--- src/rtl/if_fetch_pkg.sv ---
// if_fetch_pkg: shared constants and types for the instruction fetch stage
package if_fetch_pkg;
  localparam logic [31:0] INST_NOP = 32'h0;
  localparam logic [31:0] PC_STEP = 32'd4;
  localparam int FETCH_DEPTH = 2;
  typedef struct packed {
    logic [31:0] pc;
    logic [31:0] inst;
  } fetch_pair_t;
endpackage

--- src/rtl/if_fetch_fifo2.sv ---
// fetch_fifo2: 2-entry synchronous FIFO with flush, count and combinational head
module fetch_fifo2 #(
  parameter int W = 32
) (
  input  logic         clk,
  input  logic         rst,
  input  logic         push,
  input  logic         pop,
  input  logic         flush,
  input  logic [W-1:0] din,
  output logic [W-1:0] head,
  output logic [1:0]   count
);
  logic [W-1:0] mem0, mem1;
  assign head = mem0;
  always_ff @(posedge clk) begin
    if (!rst || flush) count <= 2'd0;
    else count <= count + 2'(push) - 2'(pop);
    if (pop) mem0 <= (push && count == 2'd1) ? din : mem1;
    else if (push && count == 2'd0) mem0 <= din;
    if (push && count == (pop ? 2'd2 : 2'd1)) mem1 <= din;
  end
endmodule

--- src/rtl/if_fetch.sv ---
// if_fetch: credit-limited sequential instruction fetch with redirect and response discard
module if_fetch
  import if_fetch_pkg::*;
#(
  parameter logic [31:0] RESET_PC = 32'h0000_0000,
  parameter int DEPTH = FETCH_DEPTH
) (
  input  logic        clk,
  input  logic        rst,
  input  logic        stall_i,
  input  logic        branchEnable_i,
  input  logic [31:0] branchAddr_i,
  output logic        imemReq_o,
  output logic [31:0] imemAddr_o,
  input  logic        imemGnt_i,
  input  logic        imemRvalid_i,
  input  logic [31:0] imemRdata_i,
  output logic        instValid_o,
  output logic [31:0] inst_o,
  output logic [31:0] pc_o
);
  logic [31:0] fetch_pc, pcq_head;
  fetch_pair_t outq_head;
  logic [1:0] outstanding, kill_cnt, pcq_cnt, outq_cnt;
  logic pop, grant, rsp, drop;
  assign pop = instValid_o & ~stall_i & ~branchEnable_i;
  assign imemReq_o = rst & ~branchEnable_i &
    ({1'b0, outstanding} + {1'b0, outq_cnt} - {2'b0, pop} < 3'(DEPTH));
  assign imemAddr_o = fetch_pc;
  assign grant = imemReq_o & imemGnt_i;
  assign rsp = rst & imemRvalid_i;
  // a response arriving in the redirect cycle belongs to the old path
  assign drop = (kill_cnt != 2'd0) | branchEnable_i;
  assign instValid_o = rst & (outq_cnt != 2'd0);
  assign {pc_o, inst_o} = instValid_o ? outq_head : {32'h0, INST_NOP};
  always_ff @(posedge clk)
    if (!rst) begin
      fetch_pc <= RESET_PC;
      outstanding <= 2'd0;
      kill_cnt <= 2'd0;
    end else begin
      outstanding <= outstanding + 2'(grant) - 2'(rsp);
      if (branchEnable_i) begin
        fetch_pc <= branchAddr_i & ~32'd3;
        kill_cnt <= outstanding - 2'(rsp);
      end else begin
        if (grant) fetch_pc <= fetch_pc + PC_STEP;
        if (rsp && kill_cnt != 2'd0) kill_cnt <= kill_cnt - 2'd1;
      end
    end
  fetch_fifo2 #(.W(32)) pcq (
    .clk(clk), .rst(rst), .push(grant), .pop(rsp), .flush(1'b0),
    .din(fetch_pc), .head(pcq_head), .count(pcq_cnt)
  );
  fetch_fifo2 #(.W($bits(fetch_pair_t))) outq (
    .clk(clk), .rst(rst), .push(rsp & ~drop), .pop(pop), .flush(branchEnable_i),
    .din({pcq_head, imemRdata_i}), .head(outq_head), .count(outq_cnt)
  );
  assert property (@(posedge clk) rsp |-> pcq_cnt != 2'd0);
endmodule

--- config.mk ---
export PLATFORM = sky130hd
export DESIGN_NAME = if_fetch
export DESIGN_NICKNAME = d
export VERILOG_FILES = /design/src/rtl/if_fetch_pkg.sv /design/src/rtl/if_fetch_fifo2.sv /design/src/rtl/if_fetch.sv
export SDC_FILE = /design/constraint.sdc
export NUM_CORES = 1
export LEC_CHECK = 0
export CORE_MARGIN = 2
export CORE_UTILIZATION = 44
export CTS_BUF_LIST = sky130_fd_sc_hd__clkbuf_16
export CTS_CLUSTER_DIAMETER = 60
export DETAILED_ROUTE_END_ITERATION = 8
export PLACE_DENSITY = 0.73
export SLEW_MARGIN = 20
export SYNTH_ARGS = -nofsm -noshare
export SYNTH_HDL_FRONTEND = slang
export SYNTH_HIERARCHICAL = 1
export SYNTH_SLANG_ARGS = --single-unit
export TNS_END_PERCENT = 50
--- constraint.sdc ---
create_clock -name clk -period 6.5 [get_ports clk]
set_clock_uncertainty 0.2 [all_clocks]
set_input_delay 1.3 -clock clk [delete_from_list [all_inputs] [get_ports clk]]
set_output_delay 1.3 -clock clk [all_outputs]
set_load 0.03 [all_outputs]
==> results.json <==
{
  "status": "finished, final reports clean",
  "hold_buffers": 0,
  "cpPeakStageDelay_ps": 450,
  "rr_startpoint": "outq/count[0]",
  "critPathKind": "in -> out",
  "io_pins": 168,
  "syn-cell-area_um2": 11980,
  "gp_congestion": 0.7794,
  "worst_skew_pair.late_latency_ps": 520,
  "drive_above_1_share_pct": 14.42,
  "port_buffers": 163,
  "synth-edff-count": 192,
  "track_usage_pct": 18.50,
  "synth.area.top_cells": "edfxtp_1 (48%), o211ai_2 (9.4%), nand4b_1 (7.0%)",
  "synthMuxAreaShare_pct": 0.3761,
  "path_common_cell": "buf_4",
  "synthCells": 1004,
  "synth_most_common_cell": "edfxtp_1",
  "holdPathStages": 0,
  "synth_common_cells": "edfxtp_1 (192), nand2_1 (117), nand2b_1 (97)",
  "grt_pass1_wl_mm": 43.26,
  "antenna_found_initial": 0,
  "fin_ws_ps": 973.9,
  "min_from": "pcq/head[23]",
  "synth_compound_area_share_pct": 13.30,
  "crit_cells": 11,
  "route.vias.total": 8281,
  "cts_max_level": 1,
  "ys_seq_elements": 230,
  "drv_slew": 0,
  "rsz0062_at_grt": "false",
  "p_clk_share_pct": 40.6,
  "r2r-end": "pcq/mem1[17]",
  "pre_cts_ws_ps": 940.5,
  "die-area_um2": 28550,
  "drt_iter0_markers": 600,
  "power_density_nw_per_um2": 235.6,
  "die_h_um": 169.0,
  "r2r_slack_ps": 1820,
  "crit_slowest_cell": "clkdlybuf4s50_1",
  "pwr-share-comb_pct": 9.4,
  "finalNonFillerCells": 1492,
  "drc": 0,
  "cts_buffers": 26,
  "clk_pin_slew_ps": 60,
  "r2r_cells": 12,
  "crit_path_end_kind": "output port",
  "core_um2": 26880,
  "via_per_inst": 5.550,
  "cts_resized": 0,
  "netlist.top_cell.by_area": "edfxtp_1",
  "drt-total-wl_mm": 26.78,
  "nets": 1216,
  "cts_tree": "built",
  "synth-seq-area-share_pct": 54.49,
  "crit_buf_inv": 4,
  "cellLeakagePower_nw": 5.021,
  "switching_power_mw": 0.8013,
  "avgSynthCellArea_um2": 11.93,
  "area_growth_pct": 21.61,
  "period_share_pct": 85.02,
  "synthAdderAreaFrac_pct": 1.316,
  "postLayoutCellArea_um2": 14570,
  "row_count": 60,
  "finalSetupViolCount": 0,
  "critPathLaunchType": "input pin",
  "post_cts_buffers": 0,
  "cp_data_required_time_ps": 5000,
  "synth.distinct_cells": 58,
  "worstPathArrival_ps": 4030,
  "swShare_pct": 23.35,
  "synth_top_area_share_pct": 48.14,
  "grt_overflow": 0,
  "synth-main-ff-cell": "edfxtp_1",
  "min_to": "outq/mem1[55]",
  "hold_violations": 0,
  "min_period_ps": 5526,
  "grt_pass1_vias": 8144,
  "synthArstFlopShare_pct": 0,
  "yosysWarningCount": 6,
  "min_path_type": "reg -> reg",
  "crit_family": "buffers and inverters",
  "yosys.area_share.simple_pct": 23.82,
  "place_area_um2": 13750,
  "crit_fanout": 19,
  "crit_chain": "clkdlybuf4s50_1 -> buf_4 -> clkinv_1 -> a21oi_4 -> nor3b_2 -> ha_1 -> nand2b_1 -> fa_1 -> xor2_1 -> and4_1 -> buf_4",
  "fin_tns_setup_ps": 0,
  "drtAntennaViolNets": 0,
  "maxCapViolCount": 0,
  "cts.sinks": 230,
  "synth_xor_xnor_area_share_pct": 1.912,
  "clockBufferDepth": 3,
  "seqPwrFrac_pct": 50.0,
  "dp_cells": 1447,
  "intPower_mw": 2.630,
  "drt-wirelength-per-cell_um": 17.95,
  "maxSlewHeadroom_pct": 31.87,
  "die_w_um": 169.0,
  "antenna_cells": 0,
  "cts_root_buf": "clkbuf_16",
  "drt_pass1_iterations": 5,
  "fmax_mhz": 181.0,
  "dpl.hpwl_mm": 15.72,
  "tightest_slew_ps": 1022,
  "grt_max_degree": 132,
  "vdd_drop_max_mv": 0.1485,
  "synth_top_family_by_area": "simple AND/OR/NAND/NOR gates",
  "initial_core_util_pct": 44.56
}
-- flip-flops by register name (all words and copies together) (netlist names) --
name,count
pcq/mem1,32
outq/mem1,64
pcq/head,32
outq/count,2
imemAddr_o,30
kill_cnt,2
pcq/count,2
outstanding,2
outq/head,64
-- per-layer routing --
| layer | vias to the layer above | track usage, % | routed length, um |
|---|---|---|---|
| met4 | 0 | 4.311 | 235 |
| li1 | 3974 | - | - |
| met3 | 26 | 3.063 | 1526 |
| met1 | 4041 | 26.60 | 12610 |
| met2 | 240 | 29.49 | 12410 |
| met5 | - | 0 | 0 |
-- layout by cell type (no fill, tap or decap), types with 7 or more instances in the layout --
| master | count |
|---|---|
| a21oi_1 | 24 |
| and2_1 | 69 |
| and3_1 | 15 |
| buf_4 | 18 |
| clkbuf_16 | 27 |
| clkdlybuf4s50_1 | 162 |
| conb_1 | 10 |
| dfxtp_1 | 36 |
| edfxtp_1 | 192 |
| ha_1 | 11 |
| inv_1 | 20 |
| nand2_1 | 117 |
| nand2b_1 | 97 |
| nand3_1 | 14 |
| nand4_1 | 12 |
| nand4b_1 | 96 |
| nor2_1 | 15 |
| o211ai_1 | 7 |
| o211ai_2 | 90 |
| o21ai_0 | 14 |
| o22ai_1 | 8 |
| xnor2_1 | 9 |
| xor2_1 | 12 |
-- cells by family (layout without fill, tap and decap cells) --
| logic type | count (synthesis) | in the layout |
|---|---|---|
| mux | 4 | 4 |
| other cells | 1 | 10 |
| fa+ha+maj | 12 | 12 |
| flops | 230 | 230 |
| compound gates | 165 | 165 |
| simple gates | 462 | 462 |
| xor+xnor | 23 | 23 |
| buf+inv | 107 | 245 |
-- cell type report --
class                   count  area, um^2
fillers                  2279       12310
flip-flops and latches    230        6529
multi-input cells         676        4946
repair buffers            182        1788
clock buffers              27       675.6
well taps                 341       426.7
clock inverters            18       132.6
inverters                  18       67.56
-- per-stage QoR --
step | power (mW) | utilization [%] | hold slack [ps]
floorplan | 1.933 | - | 251.5
global placement | 2.060 | 51.17 | 261.6
detailed placement | 2.071 | 51.17 | 265.5
CTS | 3.464 | 54.18 | 279.2
global route | 3.560 | 54.19 | 294.2
finish | 3.432 | 54.19 | 278.1
-- power by group through the flow --
stage,sequential (mW),clock (mW),combinational (mW)
2_1_floorplan,1.75,0,0.182
3_3_place_gp,1.74,0,0.316
3_5_place_dp,1.75,0,0.323
4_1_cts,1.72,1.42,0.325
5_1_grt,1.73,1.48,0.354
6_report,1.72,1.39,0.322
-- worst max path at each step --
stage / from / end / slack [ps]
final: rst / imemReq_o / 970
after global routing: rst / imemReq_o / 810
after CTS: rst / imemReq_o / 1020
after detailed placement: rst / pcq/mem1[25] / 940
after global placement: rst / pcq/mem1[29] / 970
after floorplan: rst / pcq/mem1[0] / 790
(Power assumes the default switching activity.)
